--- config.mk ---
export PLATFORM = sky130hd
export DESIGN_NAME = blink_led_button_ctrl
export DESIGN_NICKNAME = d
export VERILOG_FILES = /design/src/rtl/blink_led_button_ctrl.sv
export SDC_FILE = /design/constraint.sdc
export NUM_CORES = 1
export LEC_CHECK = 0
export CAP_MARGIN = 10
export CORE_UTILIZATION = 39
export DETAILED_ROUTE_END_ITERATION = 7
export PLACE_DENSITY = 0.54
export SYNTH_ARGS = -nofsm -noshare
export SYNTH_HDL_FRONTEND = slang
export SYNTH_SLANG_ARGS = --single-unit
--- constraint.sdc ---
create_clock -name clk -period 2.5 [get_ports clk]
set_clock_uncertainty 0.2 [all_clocks]
set_input_delay 0.375 -clock clk [delete_from_list [all_inputs] [get_ports clk]]
set_output_delay 0.375 -clock clk [all_outputs]
set_load 0.05 [all_outputs]
--- src/rtl/blink_led_button_ctrl.sv ---
// Push-button front end: synchronizes and debounces a raw button, flags long presses
// as LED override writes and turns short presses into run requests for a busy/ready stage.
module blink_led_button_ctrl #(
    parameter int unsigned DEBOUNCE_CYCLES = 500000,
    parameter int unsigned LONG_CYCLES     = 50000000
) (
    input  logic       clk,
    input  logic       reset,
    input  logic       btn_in,
    input  logic       run_busy,
    output logic       run_req,
    output logic       led_we,
    output logic       led_in,
    output logic       btn_level,
    output logic [7:0] press_count
);

    typedef enum logic [1:0] {IDLE, WAIT_READY, REQ} state_t;

    localparam logic [23:0] DB_LAST   = 24'(DEBOUNCE_CYCLES - 1);
    localparam logic [31:0] LONG_LAST = 32'(LONG_CYCLES - 1);
    localparam logic [31:0] LONG_MAX  = 32'(LONG_CYCLES);

    logic        sync1_reg;
    logic        sync_reg;
    logic [23:0] db_cnt_reg;
    logic        btn_level_reg;
    logic        level_prev_reg;
    logic [31:0] hold_cnt_reg;
    logic        led_toggle_reg;
    logic        led_we_reg;
    logic        run_req_reg;
    logic [7:0]  press_count_reg;
    state_t      state_reg;
    state_t      state_next;
    logic        count_inc;
    logic        short_press;
    logic        long_hit;

    // The hold counter still carries the pre-release value in the cycle after the fall.
    assign short_press = level_prev_reg && !btn_level_reg && (hold_cnt_reg < LONG_MAX);
    assign long_hit    = btn_level_reg && (hold_cnt_reg == LONG_LAST);

    always_ff @(posedge clk or posedge reset) begin
        if (reset) begin
            sync1_reg      <= 1'b0;
            sync_reg       <= 1'b0;
            db_cnt_reg     <= '0;
            btn_level_reg  <= 1'b0;
            level_prev_reg <= 1'b0;
        end else begin
            sync1_reg      <= btn_in;
            sync_reg       <= sync1_reg;
            level_prev_reg <= btn_level_reg;
            if (sync_reg == btn_level_reg) begin
                db_cnt_reg <= '0;
            end else if (db_cnt_reg == DB_LAST) begin
                btn_level_reg <= sync_reg;
                db_cnt_reg    <= '0;
            end else begin
                db_cnt_reg <= db_cnt_reg + 24'd1;
            end
        end
    end

    always_ff @(posedge clk or posedge reset) begin
        if (reset) begin
            hold_cnt_reg   <= '0;
            led_toggle_reg <= 1'b0;
            led_we_reg     <= 1'b0;
        end else begin
            led_we_reg <= long_hit;
            if (long_hit) begin
                led_toggle_reg <= !led_toggle_reg;
            end
            if (!btn_level_reg) begin
                hold_cnt_reg <= '0;
            end else if (hold_cnt_reg != LONG_MAX) begin
                hold_cnt_reg <= hold_cnt_reg + 32'd1;
            end
        end
    end

    always_comb begin
        state_next = state_reg;
        count_inc  = 1'b0;
        case (state_reg)
            IDLE: begin
                if (short_press) begin
                    count_inc  = 1'b1;
                    state_next = run_busy ? WAIT_READY : REQ;
                end
            end
            WAIT_READY: begin
                if (!run_busy) begin
                    state_next = REQ;
                end
            end
            REQ: begin
                if (run_busy) begin
                    state_next = IDLE;
                end
            end
            default: state_next = IDLE;
        endcase
    end

    always_ff @(posedge clk or posedge reset) begin
        if (reset) begin
            state_reg       <= IDLE;
            run_req_reg     <= 1'b0;
            press_count_reg <= '0;
        end else begin
            state_reg   <= state_next;
            run_req_reg <= (state_next == REQ);
            if (count_inc) begin
                press_count_reg <= press_count_reg + 8'd1;
            end
        end
    end

    assign run_req     = run_req_reg;
    assign led_we      = led_we_reg;
    assign led_in      = led_toggle_reg;
    assign btn_level   = btn_level_reg;
    assign press_count = press_count_reg;

endmodule

After elaboration in Yosys (flattened, before gate mapping)
Index checks and enable logic that the tools add are counted.
Widths: inputs -> output; s select.

word-level totals
  bits in latches = 0
  output and inout port bits = 12
  input port bits = 4
  register bits = 73
  bits in writable memories = 0
  memories kept = 0
  memory bits (read-only) = 0
  word-level logic and storage cells = 42

operators by class
  $add $sub $neg = 3
  bitwise logic cells = 1
  mux-type cells = 11
  equal/unequal tests = 8
  shift-type cells = 0
  div/mod/pow operators = 0
  reduce and logical (&&, ||, !) cells = 7
  order comparisons = 1
  multiply operators = 0

operators with widths
  cell                   number
  $mux 32                2
  $mux 24                2
  $add 32x1->32 const B  1
  $eq 32x26->1 const B   1
  $lt 32x26->1 const B   1
  $ne 32x26->1 const B   1
  $add 24x1->24 const B  1
  $eq 24x19->1 const B   1
  $add 8x1->8 const B    1
  $mux 2                 4
  $pmux 2 s3             1
  $eq 2x2->1 const B     2
  $logic_and 1x1->1      3
  $eq 2x1->1 const B     1
  $logic_not 1->1        2
  $logic_not 2->1        1
  $mux 1                 2
  $ne 2x1->1 const B     1
  $reduce_and 2->1       1
  $eq 1x1->1             1
  $not 1->1              1

Longest topological paths before layout
Gate-level depths: netlist of run 1.

  depth in word-level cells = 6
  mapped depth = 7
  gate-level depth less buffers = 7

Least setup slack after synthesis of run 1
Ideal clock, no wire load.

  kind = register to register
  start point = register btn_level_reg (netlist: btn_level)
  end point = register press_count_reg[1] (netlist: press_count[1])
  buffers on the path = 0
  library setup time = 125 ps
  setup slack = 312 ps
  period minus slack after synthesis = 2188 ps
  cell stages (with the launch flop) = 6
  required time = 2175 ps
  data arrival time = 1863 ps
  path through = dfrtp_1 nand2b_1 a21oi_1 o2111ai_2 nor4_2 mux2_4

between the ends
  cells in the longest elaborated chain, start to end = 5

ends and longest elaborated chain
  what                            line  source
  from (decl)                     27    logic btn_level_reg;
  from (signal assigned)          58    btn_level_reg <= sync_reg;
  $logic_not 1->1                 -
  $logic_and 1x1->1 (2 in a row)  41    assign short_press = level_prev_reg && !btn_level_reg && (hold_cnt_reg < LONG_MAX);
  $mux 1                          89    if (short_press) begin
  $mux 1                          87    case (state_reg)
  to (signal assigned)            117   press_count_reg <= press_count_reg + 8'd1;
  to (decl)                       33    logic [7:0] press_count_reg;

Every way passes these cells.
A chain may end at the register's enable or synchronous reset.

Worst setup path after layout of run 1
  start point = register press_count_reg[2] (netlist: press_count[2])
  end point = output port press_count[2]

RTL lines
  what       line  source
  to (decl)  15    output logic [7:0] press_count

No word-level cell between the ends.

==> metrics.txt, run 1 <==
Syn Nets 370; DRC viols 0; Synth top cells by count 73 x dfrtp_1, 35 x xor2_1, 33 x nor2_1, 30 x nand3_1, 28 x and2_1; max reg flops 32; Critical Path AT between 1500 and 2000 ps; final max-slew violation count 0; H-Tree Depth 3; fraction of layout instances using a drive strength above 1 0.100; initial core utilization 0.404; syn_area_per_cell 10.4 um2; DPL Wire Length approximately 4.8 mm; die width between 100 and 150 um; first-pass GRT wire length between 10 and 15 mm; area leader, netlist dfrtp_1; R2R depth 6; Worst Setup End Kind primary output; Worst setup SP type register; reg2reg setup slack 380 ps; RSZ-0062 raised after global routing false; Critical-path top delay cell clkdlybuf4s50_1; most area-consuming cells after synthesis dfrtp_1 49%, xor2_1 8.2%, and2_1 4.7%; CTS Root Cell clkbuf_8; HP Class primary input to async pin; Peak supply drop ~0.34 mV; Crit path max-delay family buffers and inverters; final WL approximately 7 mm; Setup TNS 0 ps; Clock transition at path regs approximately 80 ps; Via density slightly below 5; Worst Max-Slew Pin Slew approximately 500 ps; fin nets around 400; Port-buffer cells 15; cts repair resizes 0; area delta synth->final 14.6%; count leader, synth dfrtp_1; worst path required time roughly 1900 ps; largest net degree at the start of global routing 41; Crit path depth 1; Routability Congestion ~0.75; synth warn 0; DR iter-0 viols 106; average routed wire per standard cell roughly 14 um; ys flop type dfrtp_1; MaxCap Viol Count 0; Congestion Overflow GR 0; Power Dens Cells about 510 nW/um2; initial antenna violation count 0; worst-path fanout max 5; Final Cycle Share 0.875; status complete, no violations; final hold violations 0; IO Pins 16; EDFF count, synth 0; Tmin final between 2000 and 2500 ps; post-synthesis instance total 362; post-synth top area share 0.487; Leak roughly 1.9 nW; slew margin rel. 0.667; ANT cells 0; DR vias 2575; Post-Syn Area around 3800 um2; Setup Buffers After CTS 0; Clock Path Buffers 2; crit path cell chain clkdlybuf4s50_1; die area around 10000 um2; TritonCTS clock tree yes; Synth Register Bits 73; peak per-stage delay on the critical path a little over 800 ps; Final ANT Viol Nets 0; Core ar. approximately 9300 um2; async set or reset register ratio after synthesis 1.00; cts hold-fix bufs 0; final setup vio count 0; fmax ~0.46 GHz; total power between 2 and 2.5 mW; drt first pass iters 4; distinct cell type count of the synthesized netlist 46; clock sinks 73; CTS Buf Count 9; Row Count 35; gr usage total 0.165; worst skew pair latency ~350 ps; Critical path buffers and inverters 1; Critical Setup Path Class register to primary output; vias in the first global route 2598; post-synthesis sequential area ratio 0.487; die height 100 um
## worst paths after layout
check	startpoint	end
min reg2reg	sync1_reg	sync_reg
max	press_count[2]	press_count[2]
min	reset	sync_reg
max reg2reg	hold_cnt_reg[11]	press_count[5]
max in group asynchronous	reset	hold_cnt_reg[5]
min in group clk	sync1_reg	sync_reg
## layout make-up
type	instances	area, um2
well taps	129	161
inverters	8	30.0
repair buffers	24	240
flip-flops and latches	73	1830
fillers	911	4980
clock inverters	2	37.5
clock buffers	13	159
multi-input cells	270	1840
## worst register-to-register path: cells and delay by family (launching register included)
kind	cells	cell delay, ps
buffers and inverters	1	170
flip-flops	1	500
XOR/XNOR	1	190
AND/OR/NAND/NOR	4	990
## where the power goes
group	internal, mW	leakage (nW)	switching [mW]
combinational	0.0145	0.810	0.0347
clock	0.512	0.0957	0.435
sequential	1.19	1.01	0.00448
## logic make-up (layout without fill, tap and decap cells)
family	count (synthesis)	count (layout)	synth area share
AO/OA/AOI/OAI	16	16	0.0294
XOR/XNOR	55	55	0.128
adder cells (fa/ha/maj)	4	4	0.0133
buffers and inverters	19	47	0.0213
flip-flops	73	73	0.487
multiplexers	6	6	0.0177
AND/OR/NAND/NOR	189	189	0.303
## layer usage
layer	routed length, um	share of wire	up-vias	track usage
li1	-	-	1304	-
met4	131	0.018	0	0.0669
met3	172	0.024	10	0.0418
met2	3140	0.44	25	0.249
met5	0	0	-	0
met1	3760	0.52	1236	0.228
## metrics by stage
| stage | util | cells | hold slack, ps | worst slack, ps | cell area [um2] |
|---|---|---|---|---|---|
| 2_1_floorplan | - | 362 | 131 | 71.7 | 3750 |
| 3_3_place_gp | 0.442 | 504 | 136 | 447 | 4100 |
| 3_5_place_dp | 0.442 | 504 | 146 | 411 | 4100 |
| 4_1_cts | 0.463 | 519 | 157 | 285 | 4300 |
| 5_1_grt | 0.463 | 519 | 181 | 157 | 4300 |
| 6_report | 0.463 | 519 | 160 | 312 | 4300 |
## layout by cell type, fill, tap and decap left out, types with 3 or more instances in the layout
cell	count
dfrtp_1	73
nand3_1	30
o21ai_0	4
clkbuf_8	11
a21boi_0	4
xnor2_1	20
nor2_1	33
ha_1	4
nor3_1	13
nand2b_1	3
nand4_1	13
clkdlybuf4s50_1	14
and3_1	6
inv_1	7
mux2i_1	4
nand2_1	20
or3_1	4
nor4_1	8
nor4_4	3
xor2_1	35
and2_1	28
buf_4	8
and4_1	11
Power figures use the tool's default switching activity.
==> run 2, diff against run 1 <==
- SETUP_SLACK_MARGIN: not set -> 0.15
==> metrics.txt, run 2 (same netlist as run 1, synthesis figures left out) <==
Worst setup SP type register; DR iter-0 viols 73 (-31%); Worst Max-Slew Pin Slew 507 ps (+9.11 ps); commonest non-fill, non-tap cell in the layout dfrtp_1; clock sinks 73 (unchanged); Critical-path top delay cell clkdlybuf4s50_1; drt first pass iters 4 (unchanged); final max-slew violation count 0 (unchanged); FF-to-FF Start hold_cnt_reg[30]; status complete, no violations; peak per-stage delay on the critical path 830 ps (about the same); DP Area 4100 um2 (about the same); DRC viols 0 (unchanged); RSZ-0062 raised after global routing false; DR vias 2573 (-0.078%); Via density 4.97 (+0.12%); Filler Cell Count 887 (-2.6%); worst slack at placement 421 ps (+9.59 ps); slew margin rel. 0.659 (-0.00815); average routed wire per standard cell 13.8 um (-0.92%); Leak 1.92 nW (-0.19%); initial antenna violation count 0 (unchanged); Non-Filler Instances 518 (-0.19%); R2R depth 4 (-2); MaxCap Viol Count 0 (unchanged); ANT cells 0 (unchanged); Routability Congestion 0.742 (-1.2%); Crit path depth 1 (unchanged); fmax 0.458 GHz (+0.14%); final core occ 0.463 (unchanged); final setup margin 315 ps (+3.10 ps); TritonCTS clock tree yes; Tmin final 2180 ps (-3.10 ps); placed instance count 503 (-0.20%); multi-input logic area 1850 um2 (+0.34%); Setup TNS 0 ps (unchanged); register area 1830 um2 (unchanged); reg2reg setup slack 440 ps (+60 ps); vias in the first global route 2633 (+1.3%); Critical Setup Path Class register to primary output; final setup vio count 0 (unchanged); Row Count 35 (unchanged); worst path required time 1920 ps (about the same); IO Pins 16 (unchanged); Peak supply drop 0.243 mV (-29%); area delta synth->final 14.6% (unchanged); reg2reg end press_count[1]; initial core utilization 0.404 (unchanged); crit path capture press_count[2]; DPL Wire Length 4.74 mm (-1.9%); hold depth 0; Core ar. 9280 um2 (unchanged); Port-buffer cells 15 (unchanged); Worst Setup End Kind primary output; die height 100 um (unchanged); Power Dens Cells 504 nW/um2 (-0.87%); fraction of layout instances using a drive strength above 1 0.105 (+0.00540); CP Launch Point press_count[2]; Final Instance Area 4300 um2 (unchanged); first-pass GRT wire length 12.8 mm (+0.82%); crit path cell chain clkdlybuf4s50_1; HP Class register to register; cts hold-fix bufs 0 (unchanged); largest net degree at the start of global routing 41 (unchanged); Critical path buffers and inverters 1 (unchanged); Final Cycle Share 0.874 (-0.00124); worst-path fanout max 5 (unchanged); commonest cells after routing, fill and taps aside 73 x dfrtp_1, 35 x xor2_1, 33 x nor2_1; Congestion Overflow GR 0 (unchanged); fin nets 393 (-0.25%); die width 100 um (unchanged); Critical Path AT 1610 ps (about the same); total power 2.17 mW (-0.87%); Clock Path Buffers 2 (unchanged); worst skew pair latency 350 ps (about the same); Clock transition at path regs 80 ps (about the same); H-Tree Depth 3 (unchanged); CTS Buf Count 9 (unchanged); Hold WS 156 ps (-3.22 ps); Crit path max-delay family buffers and inverters; CTS Root Cell clkbuf_8; max reg flops 32 (unchanged); final WL 7.12 mm (-1.1%); Final ANT Viol Nets 0 (unchanged); die area 10000 um2 (unchanged); final hold violations 0 (unchanged); gr usage total 0.164 (-0.00161)
[run 2: cell types whose count changed in the layout (fill, tap and decap cells not counted), sizes merged]
cell,before,now
buf,10,9
clkbuf,13,10
clkinv,0,3
clkinvlp,1,2
inv,8,7
[run 2: final cells by class]
cell class,count,area share
clock buffers,10,0.0320
clock inverters,5,0.0131
inverters,8,0.00786
multi-input cells,270,0.430
flip-flops and latches,73,0.425
well taps,129,0.0375
repair buffers,23,0.0541
[run 2: report_power, final]
part	leakage (nW)	switching (mW)	total, mW	internal [mW]
Sequential	1.01	0.00493	1.19	1.19
Clock	0.0981	0.448	0.928	0.481
Combinational	0.804	0.0345	0.0483	0.0138
[run 2: worst min path at each step]
stage	startpoint	end	slack, ps
final	sync1_reg	sync_reg	160
after global routing	sync1_reg	sync_reg	190
after CTS	sync1_reg	sync_reg	160
after detailed placement	sync1_reg	sync_reg	140
after global placement	sync1_reg	sync_reg	140
after floorplan	sync1_reg	sync_reg	130
[run 2: metal layers]
metal,track usage,share of wire
met3,0.0355,0.019
met4,0.0535,0.015
met2,0.257,0.45
met1,0.226,0.52
met5,0,0
[run 2: what timing repair did]
| action | in CTS | in global routing |
|---|---|---|
| setup buffers | 0 | 0 |
| resized for setup | 0 | 1 |
| endpoints found under the setup margin | 0 | 1 |
| endpoints found under the hold margin | 0 | 0 |
